<file path="config.mk">
export PLATFORM = sky130hd
export DESIGN_NAME = seg_scan_display
export DESIGN_NICKNAME = d
export VERILOG_FILES = /design/src/rtl/seg_scan_display_pkg.sv /design/src/rtl/seg_scan_display_hex7.sv /design/src/rtl/seg_scan_display.sv
export SDC_FILE = /design/constraint.sdc
export NUM_CORES = 1
export LEC_CHECK = 0
export BUFFER_PORTS_ARGS = -buffer_cell sky130_fd_sc_hd__buf_2
export CAP_MARGIN = 20
export CORE_AREA = 3 3 171 173
export DETAILED_ROUTE_END_ITERATION = 7
export DIE_AREA = 0 0 174 176
export SLEW_MARGIN = 20
export SYNTH_ARGS = -nofsm -noshare
export SYNTH_HDL_FRONTEND = slang
export SYNTH_SLANG_ARGS = --single-unit
</file>
<file path="constraint.sdc">
create_clock -name clk -period 3.3 [get_ports clk]
set_clock_uncertainty 0.1 [all_clocks]
set_input_delay 0.66 -clock clk [delete_from_list [all_inputs] [get_ports clk]]
set_output_delay 0.66 -clock clk [all_outputs]
set_load 0.01 [all_outputs]
</file>
<file path="src/rtl/seg_scan_display_pkg.sv">
// Shared definitions for the multiplexed seven-segment display driver:
// segment bit positions and the hex-to-segment code table.
package seg_scan_display_pkg;

    localparam int SEG_A  = 0;
    localparam int SEG_DP = 7;

    localparam logic [6:0] HEX7_0 = 7'h3F;
    localparam logic [6:0] HEX7_1 = 7'h06;
    localparam logic [6:0] HEX7_2 = 7'h5B;
    localparam logic [6:0] HEX7_3 = 7'h4F;
    localparam logic [6:0] HEX7_4 = 7'h66;
    localparam logic [6:0] HEX7_5 = 7'h6D;
    localparam logic [6:0] HEX7_6 = 7'h7D;
    localparam logic [6:0] HEX7_7 = 7'h07;
    localparam logic [6:0] HEX7_8 = 7'h7F;
    localparam logic [6:0] HEX7_9 = 7'h6F;
    localparam logic [6:0] HEX7_A = 7'h77;
    localparam logic [6:0] HEX7_B = 7'h7C;
    localparam logic [6:0] HEX7_C = 7'h39;
    localparam logic [6:0] HEX7_D = 7'h5E;
    localparam logic [6:0] HEX7_E = 7'h79;
    localparam logic [6:0] HEX7_F = 7'h71;

    // Segment order {g,f,e,d,c,b,a}, active-high.
    function automatic logic [6:0] hex7(input logic [3:0] nib);
        case (nib)
            4'h0: hex7 = HEX7_0;
            4'h1: hex7 = HEX7_1;
            4'h2: hex7 = HEX7_2;
            4'h3: hex7 = HEX7_3;
            4'h4: hex7 = HEX7_4;
            4'h5: hex7 = HEX7_5;
            4'h6: hex7 = HEX7_6;
            4'h7: hex7 = HEX7_7;
            4'h8: hex7 = HEX7_8;
            4'h9: hex7 = HEX7_9;
            4'hA: hex7 = HEX7_A;
            4'hB: hex7 = HEX7_B;
            4'hC: hex7 = HEX7_C;
            4'hD: hex7 = HEX7_D;
            4'hE: hex7 = HEX7_E;
            default: hex7 = HEX7_F;
        endcase
    endfunction

endpackage

</file>
<file path="src/rtl/seg_scan_display_hex7.sv">
// Combinational 4-bit hex nibble to seven-segment decoder, one per bank.
module hex7_decode
    import seg_scan_display_pkg::*;
(
    input  logic [3:0] nib,
    output logic [6:0] seg
);

    assign seg = hex7(nib);

endmodule

</file>
<file path="src/rtl/seg_scan_display.sv">
// Multiplexed seven-segment driver: scans N hex digits over several banks that
// share one scan position, with blanking, decimal points, blinking and tear-free loads.
module seg_scan_display
    import seg_scan_display_pkg::*;
#(
    parameter int NUM_DIGITS      = 8,
    parameter int DIGITS_PER_BANK = 4,
    parameter int CLK_DIV         = 100000,
    parameter int BLINK_FRAMES    = 250
) (
    input  logic                                        clk,
    input  logic                                        rst,
    input  logic [4*NUM_DIGITS-1:0]                     data,
    input  logic [NUM_DIGITS-1:0]                       digit_en,
    input  logic [NUM_DIGITS-1:0]                       dp,
    input  logic [NUM_DIGITS-1:0]                       blink,
    input  logic                                        load,
    output logic [NUM_DIGITS-1:0]                       pos,
    output logic [8*(NUM_DIGITS/DIGITS_PER_BANK)-1:0]   seg_code,
    output logic                                        frame_done
);

    localparam int NUM_BANKS = NUM_DIGITS / DIGITS_PER_BANK;
    localparam int TICK_W    = $clog2(CLK_DIV);
    localparam int IDX_W     = (DIGITS_PER_BANK > 1) ? $clog2(DIGITS_PER_BANK) : 1;
    localparam int FRM_W     = (BLINK_FRAMES > 1) ? $clog2(BLINK_FRAMES) : 1;

    localparam logic [TICK_W-1:0] TICK_LAST = TICK_W'(CLK_DIV - 1);
    localparam logic [IDX_W-1:0]  IDX_LAST  = IDX_W'(DIGITS_PER_BANK - 1);
    localparam logic [FRM_W-1:0]  FRM_LAST  = FRM_W'(BLINK_FRAMES - 1);

    typedef struct packed {
        logic [4*NUM_DIGITS-1:0] data;
        logic [NUM_DIGITS-1:0]   en;
        logic [NUM_DIGITS-1:0]   dp;
        logic [NUM_DIGITS-1:0]   blink;
    } disp_set_t;

    logic [TICK_W-1:0]      tick;
    logic [IDX_W-1:0]       idx;
    logic [FRM_W-1:0]       frame_cnt;
    logic                   blink_phase;
    logic                   step;
    logic                   boundary;
    logic                   pend_valid;
    disp_set_t              pending;
    disp_set_t              shadow;
    disp_set_t              in_set;
    logic [NUM_DIGITS-1:0]  pos_next;
    logic [8*NUM_BANKS-1:0] seg_next;

    assign in_set   = '{data: data, en: digit_en, dp: dp, blink: blink};
    assign step     = (tick == TICK_LAST);
    assign boundary = step && (idx == IDX_LAST);

    always_ff @(posedge clk or negedge rst) begin
        if (!rst) begin
            tick        <= '0;
            idx         <= '0;
            frame_cnt   <= '0;
            blink_phase <= 1'b0;
        end else begin
            tick <= step ? '0 : tick + 1'b1;
            if (step) begin
                idx <= (idx == IDX_LAST) ? '0 : idx + 1'b1;
            end
            if (boundary) begin
                frame_cnt <= (frame_cnt == FRM_LAST) ? '0 : frame_cnt + 1'b1;
                if (frame_cnt == FRM_LAST) begin
                    blink_phase <= ~blink_phase;
                end
            end
        end
    end

    // load is a single-cycle strobe with no back-pressure; the latest load before a
    // frame boundary wins, and a load on the boundary cycle bypasses pending.
    always_ff @(posedge clk or negedge rst) begin
        if (!rst) begin
            pending    <= '0;
            shadow     <= '0;
            pend_valid <= 1'b0;
        end else if (load && boundary) begin
            shadow     <= in_set;
            pend_valid <= 1'b0;
        end else if (load) begin
            pending    <= in_set;
            pend_valid <= 1'b1;
        end else if (boundary && pend_valid) begin
            shadow     <= pending;
            pend_valid <= 1'b0;
        end
    end

    always_comb begin
        pos_next = '0;
        for (int d = 0; d < NUM_DIGITS; d++) begin
            pos_next[d] = (idx == IDX_W'(d % DIGITS_PER_BANK));
        end
    end

    for (genvar b = 0; b < NUM_BANKS; b++) begin : g_bank
        logic [3:0] nib;
        logic       en;
        logic       dpv;
        logic       bl;
        logic [6:0] seg7;
        logic [7:0] seg_bank;

        always_comb begin
            nib = '0;
            en  = 1'b0;
            dpv = 1'b0;
            bl  = 1'b0;
            for (int i = 0; i < DIGITS_PER_BANK; i++) begin
                if (idx == IDX_W'(i)) begin
                    nib = shadow.data[4*(b*DIGITS_PER_BANK+i) +: 4];
                    en  = shadow.en[b*DIGITS_PER_BANK+i];
                    dpv = shadow.dp[b*DIGITS_PER_BANK+i];
                    bl  = shadow.blink[b*DIGITS_PER_BANK+i];
                end
            end
        end

        hex7_decode u_dec (
            .nib (nib),
            .seg (seg7)
        );

        // Blanking clears only the segments; the position strobe keeps scanning.
        always_comb begin
            seg_bank = '0;
            if (en && !(bl && blink_phase)) begin
                seg_bank[SEG_DP]     = dpv;
                seg_bank[SEG_A +: 7] = seg7;
            end
        end

        assign seg_next[8*b +: 8] = seg_bank;
    end

    always_ff @(posedge clk or negedge rst) begin
        if (!rst) begin
            pos        <= '0;
            seg_code   <= '0;
            frame_done <= 1'b0;
        end else begin
            pos        <= pos_next;
            seg_code   <= seg_next;
            frame_done <= boundary;
        end
    end

endmodule
</file>
==> results.py, run 1 <==
metrics = {
    "finish": {
        "drive_gt1_share_pct": 31.8,
        "final_nets": 843,
        "area.growth.synth_to_final_pct": 15.8,
        "instances_no_fill": 1155,
        "diodes": 0,
    },
    "synthesis": {
        "synth-compound-area-share_pct": 19.1,
        "synth_top_family_by_area": "compound AO/OA/AOI/OAI gates",
        "syn_area_um2": 8350,
        "seq_area_frac_synth_pct": 48.6,
        "synth_xor_area_share_pct": 1.47,
        "synth_edf_count": 0,
        "syn_area_per_cell_um2": 12.0,
        "yosys.area.top_type_share_pct": 48.6,
        "synth_mux_area_share_pct": 10.1,
        "synth_fa_ha_area_share_pct": 2.85,
        "netlist-cell-type-count": 53,
        "yosys-top-cells-area": "dfrtp_1 49%, o221a_2 7.1%, mux2_4 6.5%",
        "ys_seq_elements": 162,
        "synth_nets": 776,
        "yosys_warnings": 0,
        "synth-simple-area-share_pct": 12.7,
        "yosysTopAreaCell": "dfrtp_1",
        "synthesis.instances": 698,
        "yosys_most_used_dff": "dfrtp_1",
        "async_reset_ff_share_pct": 100,
    },
    "clocking": {
        "cts_made_buffers": 17,
        "cts_tree": "done",
        "htreeDepth": 4,
        "clk_pin_slew_ns": 0.07,
        "worstSkewPairLatency_ns": 0.43,
        "cts.sinks": 162,
        "cts-resized-gates": 0,
        "post_cts_buffers": 0,
        "root_buffer": "clkbuf_16",
        "cts.path.max_buffers": 2,
        "holdBufCountCts": 0,
    },
    "global_route": {
        "antenna_found_initial": 1,
        "track_usage_pct": 14.0,
        "overflow": 0,
        "grt_max_degree": 64,
        "grt_pass1_vias": 5942,
        "grt_first_pass_wirelength_mm": 34.2,
    },
    "floorplan": {
        "die_area_um2": 30600,
        "core_area_um2": 27800,
        "dieWidth_um": 174,
        "rows": 61,
        "fp.dieH_um": 176,
        "ios": 84,
        "start_util_pct": 30.1,
    },
    "sta": {
        "slew_viol_final": 0,
        "whs_ns": 0.0851,
        "fin_tns_setup_ns": 0,
        "period_share_pct": 91.3,
        "fmax_mhz": 332,
        "rsz0062_at_grt": "no",
        "tightest_slew_ns": 0.753,
        "finalSetupViolations": 0,
        "hold_violations": 0,
        "min_period_ns": 3.01,
        "slew_headroom_pct": 49.7,
    },
    "power_and_ir_drop": {
        "report.power.total_mw": 4.43,
        "power_frac_comb_pct": 5.4,
        "powerDensity_nw_per_um2": 458,
        "pwr-share-clk_pct": 47.3,
        "power_switching_mw": 0.983,
        "p_leak_nw": 4.49,
        "intPower_mw": 3.44,
        "power_frac_seq_pct": 47.3,
        "swShare_pct": 22.2,
        "peakVddDrop_uv": 327,
    },
    "route": {
        "wl_per_cell_um": 18.2,
        "drt_iter0_drc": 437,
        "drc": 0,
        "drtPass1Iterations": 5,
        "antenna_left": 0,
        "num_vias": 5849,
        "vias_per_cell": 5.06,
        "routed_wirelength_mm": 21.0,
    },
    "setup_path": {
        "cp-end-kind": "flop",
        "crit_required_ns": 3.49,
        "cp-start-kind": "flop",
        "critical_path_class": "flop to flop",
        "crit_fanout": 7,
        "arrival_ns": 3.20,
    },
    "outcome": {
        "status": "completed",
    },
    "placement": {
        "hpwl_mm": 13.9,
        "io_buffers": 83,
        "routabilityCongestion": 0.827,
        "dp.cells": 1124,
    },
    "hold_path": {
        "hold_class": "input pin to asynchronous set/reset pin",
    },
    "run": {
        "maxCapViolations": 0,
    },
}
metrics by stage:
step	util [%]	setup slack (ns)	cell area, µm²
finish	34.8	0.287	9670
global route	34.8	0.0637	9670
CTS	34.8	0.303	9670
detailed placement	32.6	0.325	9050
global placement	32.6	0.392	9050
floorplan	-	0.809	8350
cells in the final DEF (no fill, tap or decap), types with 8 or more instances in the layout:
master and instances:
a21oi_1 14, buf_2 82, buf_4 16, clkbuf_16 17, dfrtp_1 161, ha_1 19
inv_1 15, mux2_2 17, mux2_4 36, nand2_1 32, nand2b_1 63, nand3_1 14
nor2_1 26, nor2b_1 11, nor3_1 8, o21ai_0 17, o221a_2 53, o22a_1 57
layout make-up:
| class | count | area (µm²) |
|---|---|---|
| Clock inverter | 13 | 186 |
| Fill cell | 2778 | 18100 |
| Tap cell | 378 | 473 |
| Clock buffer | 18 | 429 |
| Timing Repair Buffer | 102 | 602 |
| Multi-Input combinational cell | 466 | 3860 |
| Sequential cell | 162 | 4060 |
| Inverter | 16 | 61.3 |
power by group through the flow:
stage          clock, mW  combinational [mW]  sequential, mW
4_1_cts             2.14               0.248            2.09
3_5_place_dp           0               0.246            2.13
5_1_grt             2.23               0.265            2.10
6_report            2.09               0.241            2.09
3_3_place_gp           0               0.244            2.13
2_1_floorplan          0               0.139            2.12
logic make-up (layout without fill, tap and decap cells):
logic type | after synthesis | count (layout)
mux | 64 | 64
xor+xnor | 14 | 14
fa+ha+maj | 19 | 19
compound gates | 180 | 180
buf+inv | 70 | 149
simple gates | 189 | 189
flops | 162 | 162
routing by layer:
layer  part of all wire, %  track usage (%)
met5                 0.095                0
met4                   1.4             3.55
met1                    49             20.7
met3                   4.0             2.99
met2                    45             20.9
cell usage after synthesis (5+ instances only):
cell / count
a21oi_1: 14
xor2_1: 7
buf_4: 6
xnor2_1: 7
o22a_1: 57
dfrtp_1: 162
nor2_1: 26
mux2_4: 36
nand2b_1: 63
nor3_1: 8
buf_6: 7
mux2_2: 17
a211oi_1: 6
buf_2: 12
mux2i_1: 7
o221a_2: 53
nand4_1: 7
nand3b_1: 6
nor2b_1: 11
inv_1: 15
buf_12: 5
clkbuf_1: 23
ha_1: 19
nand2_1: 32
nand3_1: 14
o21ai_0: 17
final timing paths:
path                                      endpoint                from  slack, ns  depth (start not counted)
setup / recovery             seg_code[2]$_DFF_PN0_  idx[0]$_DFFE_PN0N_       0.29                          9
hold / removal                   tick[6]$_DFF_PN0_                 rst       0.09                          1
setup reg to reg             seg_code[2]$_DFF_PN0_  idx[0]$_DFFE_PN0N_       0.29                          9
hold reg to reg                  tick[0]$_DFF_PN0_   tick[0]$_DFF_PN0_       0.39                          1
max in group asynchronous   seg_code[10]$_DFF_PN0_                 rst       2.26                          2
min in group clk           pending[28]$_DFFE_PN0P_             data[4]       0.37                          2
flip-flops by register name, summed over array words and instances (netlist names):
signal	flops
idx	2
frame_cnt	8
shadow	56
tick	17
pos	4
frame_done	1
seg_code	16
blink_phase	1
pend_valid	1
pending	56
worst max-delay path, stage by stage (launching register included):
cell,delay [ns]
dfrtp_1,0.41
inv_1,0.11
ha_1,0.17
nor2b_1,0.61
a22o_1,0.27
o221ai_1,0.28
inv_1,0.19
ha_1,0.26
nor2_1,0.07
a221oi_1,0.38
No activity file was read; power rests on OpenSTA's default activity.
==> run 2, diff against run 1 <==
CORE_AREA = 2 2 170 172   (was 3 3 171 173)
DIE_AREA = 0 0 172 174   (was 0 0 174 176)
MAX_ROUTING_LAYER = met4   (was unset)
clock period = 3.85 ns   (was 3.3 ns; I/O delays follow)
==> run 2 against run 1 <==
  * Clock power decreased by 16%
  * Combinational power decreased by 15%
  * Clock-buffer cell count increased by 2
  * Global-route usage increased by 1.1 points
  * Sequential power decreased by 14%
  * Critical path depth unchanged
  * Die area decreased by 2.3%
  * Non-clock buffer count decreased by 7
==> results.py, run 2 (same netlist as run 1, synthesis figures left out) <==
metrics = {
    "outcome": {
        "status": "completed",
    },
    "route": {
        "drtPass1Iterations": 5,
        "wl_per_cell_um": 18.3,
        "drc": 0,
        "routed_wirelength_mm": 21.2,
        "drt_iter0_drc": 478,
        "antenna_left": 0,
        "num_vias": 5837,
        "vias_per_cell": 5.04,
    },
    "power_and_ir_drop": {
        "p_leak_nw": 4.45,
        "swShare_pct": 22.5,
        "powerDensity_nw_per_um2": 390,
        "intPower_mw": 2.91,
        "power_switching_mw": 0.845,
        "peakVddDrop_uv": 256,
        "power_frac_seq_pct": 47.8,
        "pwr-share-clk_pct": 46.7,
        "power_frac_comb_pct": 5.5,
    },
    "run": {
        "maxCapViolations": 0,
    },
    "hold_path": {
        "hold_class": "input pin to asynchronous set/reset pin",
    },
    "setup_path": {
        "arrival_ns": 3.32,
        "crit_required_ns": 4.05,
        "worstPathCellList": "inv_1 > ha_1 > nor2b_1 > a22o_1 > o221ai_1 > inv_1 > ha_1 > nor2_1 > a221oi_1",
        "path_delay_family": "compound AO/OA/AOI/OAI gates",
        "critical_path_class": "flop to flop",
        "critPathBufInv": 2,
        "slowest_stage": "nor2b_1",
        "cp-start-kind": "flop",
        "crit_fanout": 9,
        "cp-end-kind": "flop",
        "cp_slowest_stage_delay_ns": 0.62,
    },
    "clocking": {
        "htreeDepth": 4,
        "root_buffer": "clkbuf_16",
        "clk_pin_slew_ns": 0.07,
        "cts.path.max_buffers": 2,
        "post_cts_buffers": 0,
        "cts.sinks": 162,
        "worstSkewPairLatency_ns": 0.44,
        "cts_made_buffers": 17,
        "cts-resized-gates": 0,
        "cts_tree": "done",
        "holdBufCountCts": 0,
    },
    "global_route": {
        "track_usage_pct": 15.1,
        "grt_pass1_vias": 5885,
        "overflow": 0,
        "grt_first_pass_wirelength_mm": 34.1,
        "grt_max_degree": 89,
        "antenna_found_initial": 4,
    },
    "floorplan": {
        "dieWidth_um": 172,
        "fp.dieH_um": 174,
        "die_area_um2": 29900,
        "start_util_pct": 29.6,
        "core_area_um2": 28200,
        "rows": 62,
        "ios": 84,
    },
    "finish": {
        "nFillCells": 2827,
        "mostFrequentLayoutCell": "dfrtp_1",
        "final_nets": 836,
        "area.growth.synth_to_final_pct": 15.2,
        "top_regs": "pending x56, shadow x56, tick x17",
        "instances_no_fill": 1158,
        "most-common-layout-cells": "161 x dfrtp_1, 82 x buf_2, 63 x nand2b_1",
        "drive_gt1_share_pct": 31.0,
    },
    "sta": {
        "min_period_ns": 3.12,
        "period_share_pct": 81.0,
        "whs_ns": 0.315,
        "slew_viol_final": 0,
        "fin_tns_setup_ns": 0,
        "tightest_slew_ns": 0.905,
        "hold_violations": 0,
        "slew_headroom_pct": 39.7,
        "fmax_mhz": 321,
        "finalSetupViolations": 0,
        "rsz0062_at_grt": "no",
    },
    "placement": {
        "dp.cells": 1123,
        "hpwl_mm": 13.9,
        "io_buffers": 83,
        "routabilityCongestion": 0.826,
    },
}
-- run 2: per-layer routing --
layer,vias to the layer above,GRT usage (%),wire [µm]
met4,0,4.80,243
li1,2723,-,-
met2,119,22.6,9810
met5,-,-,0
met1,2979,20.5,10200
met3,16,3.30,970
-- run 2: worst paths after layout --
path | startpoint | endpoint | slack [ns] | depth (start not counted)
min in group clk | tick[0]$_DFF_PN0_ | tick[0]$_DFF_PN0_ | 0.38 | 1
worst min-delay path | rst | frame_cnt[4]$_DFFE_PN0P_ | 0.31 | 1
max in group asynchronous | rst | pending[29]$_DFFE_PN0P_ | 2.43 | 2
worst max-delay path | idx[0]$_DFFE_PN0N_ | seg_code[10]$_DFF_PN0_ | 0.73 | 9
worst max register to register | idx[0]$_DFFE_PN0N_ | seg_code[10]$_DFF_PN0_ | 0.73 | 9
worst min register to register | tick[0]$_DFF_PN0_ | tick[0]$_DFF_PN0_ | 0.38 | 1
-- run 2: power groups by stage --
stage | Clock (mW) | Combinational [mW] | Sequential [mW]
2_1_floorplan | 0 | 0.119 | 1.82
3_3_place_gp | 0 | 0.208 | 1.82
3_5_place_dp | 0 | 0.211 | 1.82
4_1_cts | 1.79 | 0.212 | 1.79
5_1_grt | 1.87 | 0.226 | 1.80
6_report | 1.75 | 0.206 | 1.79
-- run 2: layout make-up --
| class | count | area [µm²] | area share [%] |
|---|---|---|---|
| sequential | 162 | 4060 | 42.2 |
| multi-input combinational | 466 | 3860 | 40.1 |
| timing repair buffer | 95 | 549 | 5.71 |
| tap | 384 | 480 | 5.00 |
| clock buffer | 20 | 447 | 4.64 |
| clock inverter | 11 | 155 | 1.61 |
| inverter | 16 | 61.3 | 0.637 |
| antenna | 4 | 10.0 | 0.104 |
-- run 2: stage by stage --
stage,power (mW),util (%),setup WS [ns],area (µm²)
3_5_place_dp,2.03,31.9,0.734,9010
4_1_cts,3.80,34.0,0.690,9610
5_1_grt,3.89,34.1,0.434,9620
3_3_place_gp,2.03,31.9,0.770,9010
2_1_floorplan,1.93,-,1.36,8350
6_report,3.75,34.1,0.732,9620
==> run 3, diff against run 2 <==
clock period = 3 ns   (was 3.85 ns; I/O delays follow)
==> run 3 against run 2 <==
  * Non-clock buffer count rose by 12
  * Worst setup slack worse by 0.43 ns
  * Flip-flop and latch count unchanged
  * Die area stayed put
  * Cell count is 0.95% higher
  * Cell area increased by 0.65%
  * Power up 24%
  * Sequential share of layout area fell by 0.27 points
  * Register-to-register slack worse by 0.43 ns
  * Global-route usage shrank 0.42 points
  * Maximum frequency is 16% higher
==> results.py, run 3 (same netlist as run 1, synthesis figures left out) <==
metrics = {
    "finish": {
        "area.growth.synth_to_final_pct": 15.9,
        "mostFrequentLayoutCell": "dfrtp_1",
        "nFillCells": 2856,
        "final_nets": 848,
        "instances_no_fill": 1169,
        "fin_util_pct": 34.3,
        "top_regs": "pending x56, shadow x56, tick x17",
        "stdcell_area_um2": 9680,
        "drive_gt1_share_pct": 32.2,
        "seq_area_um2": 4060,
        "multi_input_area_um2": 3860,
        "most-common-layout-cells": "161 x dfrtp_1, 82 x buf_2, 63 x nand2b_1",
    },
    "clocking": {
        "cts.path.max_buffers": 2,
        "cts-resized-gates": 0,
        "htreeDepth": 4,
        "cts.sinks": 162,
        "root_buffer": "clkbuf_16",
        "clk_pin_slew_ns": 0.07,
        "cts_tree": "done",
        "post_cts_buffers": 0,
        "holdBufCountCts": 0,
        "worstSkewPairLatency_ns": 0.43,
        "cts_made_buffers": 17,
    },
    "floorplan": {
        "die_area_um2": 29900,
        "fp.dieH_um": 174,
        "core_area_um2": 28200,
        "dieWidth_um": 172,
        "rows": 62,
        "start_util_pct": 29.6,
        "ios": 84,
    },
    "setup_path": {
        "path_delay_family": "compound AO/OA/AOI/OAI gates",
        "critical_path_class": "flop to flop",
        "cp_slowest_stage_delay_ns": 0.37,
        "cp-end-kind": "flop",
        "cp-start-kind": "flop",
        "arrival_ns": 2.91,
        "crit_required_ns": 3.22,
        "critPathBufInv": 3,
        "crit_fanout": 9,
        "worstPathCellList": "inv_1 > ha_1 > buf_4 > nor2b_1 > a22o_1 > o221ai_1 > inv_1 > ha_1 > nor2_1 > a221oi_1",
        "slowest_stage": "dfrtp_1",
    },
    "placement": {
        "dp.cells": 1135,
        "io_buffers": 83,
        "routabilityCongestion": 0.852,
        "hpwl_mm": 14.0,
        "place_area_um2": 9120,
    },
    "sta": {
        "tightest_slew_ns": 0.747,
        "min_period_ns": 2.70,
        "hold_violations": 0,
        "fmax_mhz": 371,
        "rsz0062_at_grt": "no",
        "slew_headroom_pct": 50.2,
        "fin_tns_setup_ns": 0,
        "finalSetupViolations": 0,
        "period_share_pct": 89.9,
        "slew_viol_final": 0,
    },
    "hold_path": {
        "hold_class": "input pin to asynchronous set/reset pin",
    },
    "outcome": {
        "status": "completed",
    },
    "run": {
        "maxCapViolations": 0,
    },
    "route": {
        "drtPass1Iterations": 4,
        "routed_wirelength_mm": 21.0,
        "wl_met3_um": 816,
        "antenna_left": 0,
        "wl_per_cell_um": 18.0,
        "top_layer": "met4",
        "drc": 0,
        "wl_met1_mm": 10.2,
        "drt_iter0_drc": 502,
        "vias_per_cell": 5.02,
        "num_vias": 5871,
        "route.met2.wl_mm": 9.84,
    },
    "power_and_ir_drop": {
        "peakVddDrop_uv": 398,
        "report.power.total_mw": 4.65,
        "p_leak_nw": 4.50,
        "powerDensity_nw_per_um2": 480,
    },
    "global_route": {
        "grt_max_degree": 59,
        "overflow": 0,
        "grt_pass1_vias": 5818,
        "track_usage_pct": 14.7,
        "antenna_found_initial": 2,
        "grt_first_pass_wirelength_mm": 33.3,
    },
}
## run 3: changes by cell type in the layout (fill, tap and decap cells not counted), sizes merged
cell / previous run / this run
buf: 95 / 107
bufinv: 3 / 1
diode: 4 / 2
clkinvlp: 4 / 3
clkinv: 3 / 7
## run 3: through the flow
step / hold WS (ns) / setup slack, ns
6_report: 0.0357 / 0.303
5_1_grt: 0.0706 / 0.0365
4_1_cts: 0.0495 / 0.227
3_5_place_dp: 0.377 / 0.247
3_3_place_gp: 0.368 / 0.322
2_1_floorplan: 0.204 / 0.509
## run 3: per-layer routing
metal / up-vias / GRT usage [%]
li1: 2755 / -
met1: 2976 / 20.3
met2: 126 / 22.1
met3: 14 / 2.82
met4: 0 / 3.96
met5: - / -
## run 3: worst paths after layout
check / slack, ns / cells after the start / from / end
setup / recovery: 0.30 / 10 / idx[1]$_DFFE_PN0N_ / seg_code[2]$_DFF_PN0_
hold / removal: 0.04 / 1 / rst / seg_code[15]$_DFF_PN0_
setup reg to reg: 0.30 / 10 / idx[1]$_DFFE_PN0N_ / seg_code[2]$_DFF_PN0_
min in group clk: 0.32 / 2 / data[14] / pending[38]$_DFFE_PN0P_
max in group asynchronous: 2.03 / 2 / rst / shadow[16]$_DFFE_PN0P_
hold reg to reg: 0.39 / 1 / tick[0]$_DFF_PN0_ / tick[0]$_DFF_PN0_
## run 3: layout make-up
class	instances	share of cell area [%]
Clock inverter	12	1.11
Antenna cell	2	0.0517
Timing Repair Buffer	107	6.86
Inverter	16	0.633
Tap cell	384	4.96
Sequential cell	162	41.9
Multi-Input combinational cell	466	39.9
Clock buffer	20	4.61
## run 3: power breakdown
group | internal [mW] | switching, mW | leakage [nW] | total, mW
sequential | 2.26 | 0.0431 | 2.11 | 2.30
combinational | 0.140 | 0.128 | 2.12 | 0.267
clock | 1.17 | 0.913 | 0.267 | 2.08
total | 3.56 | 1.08 | 4.50 | 4.65
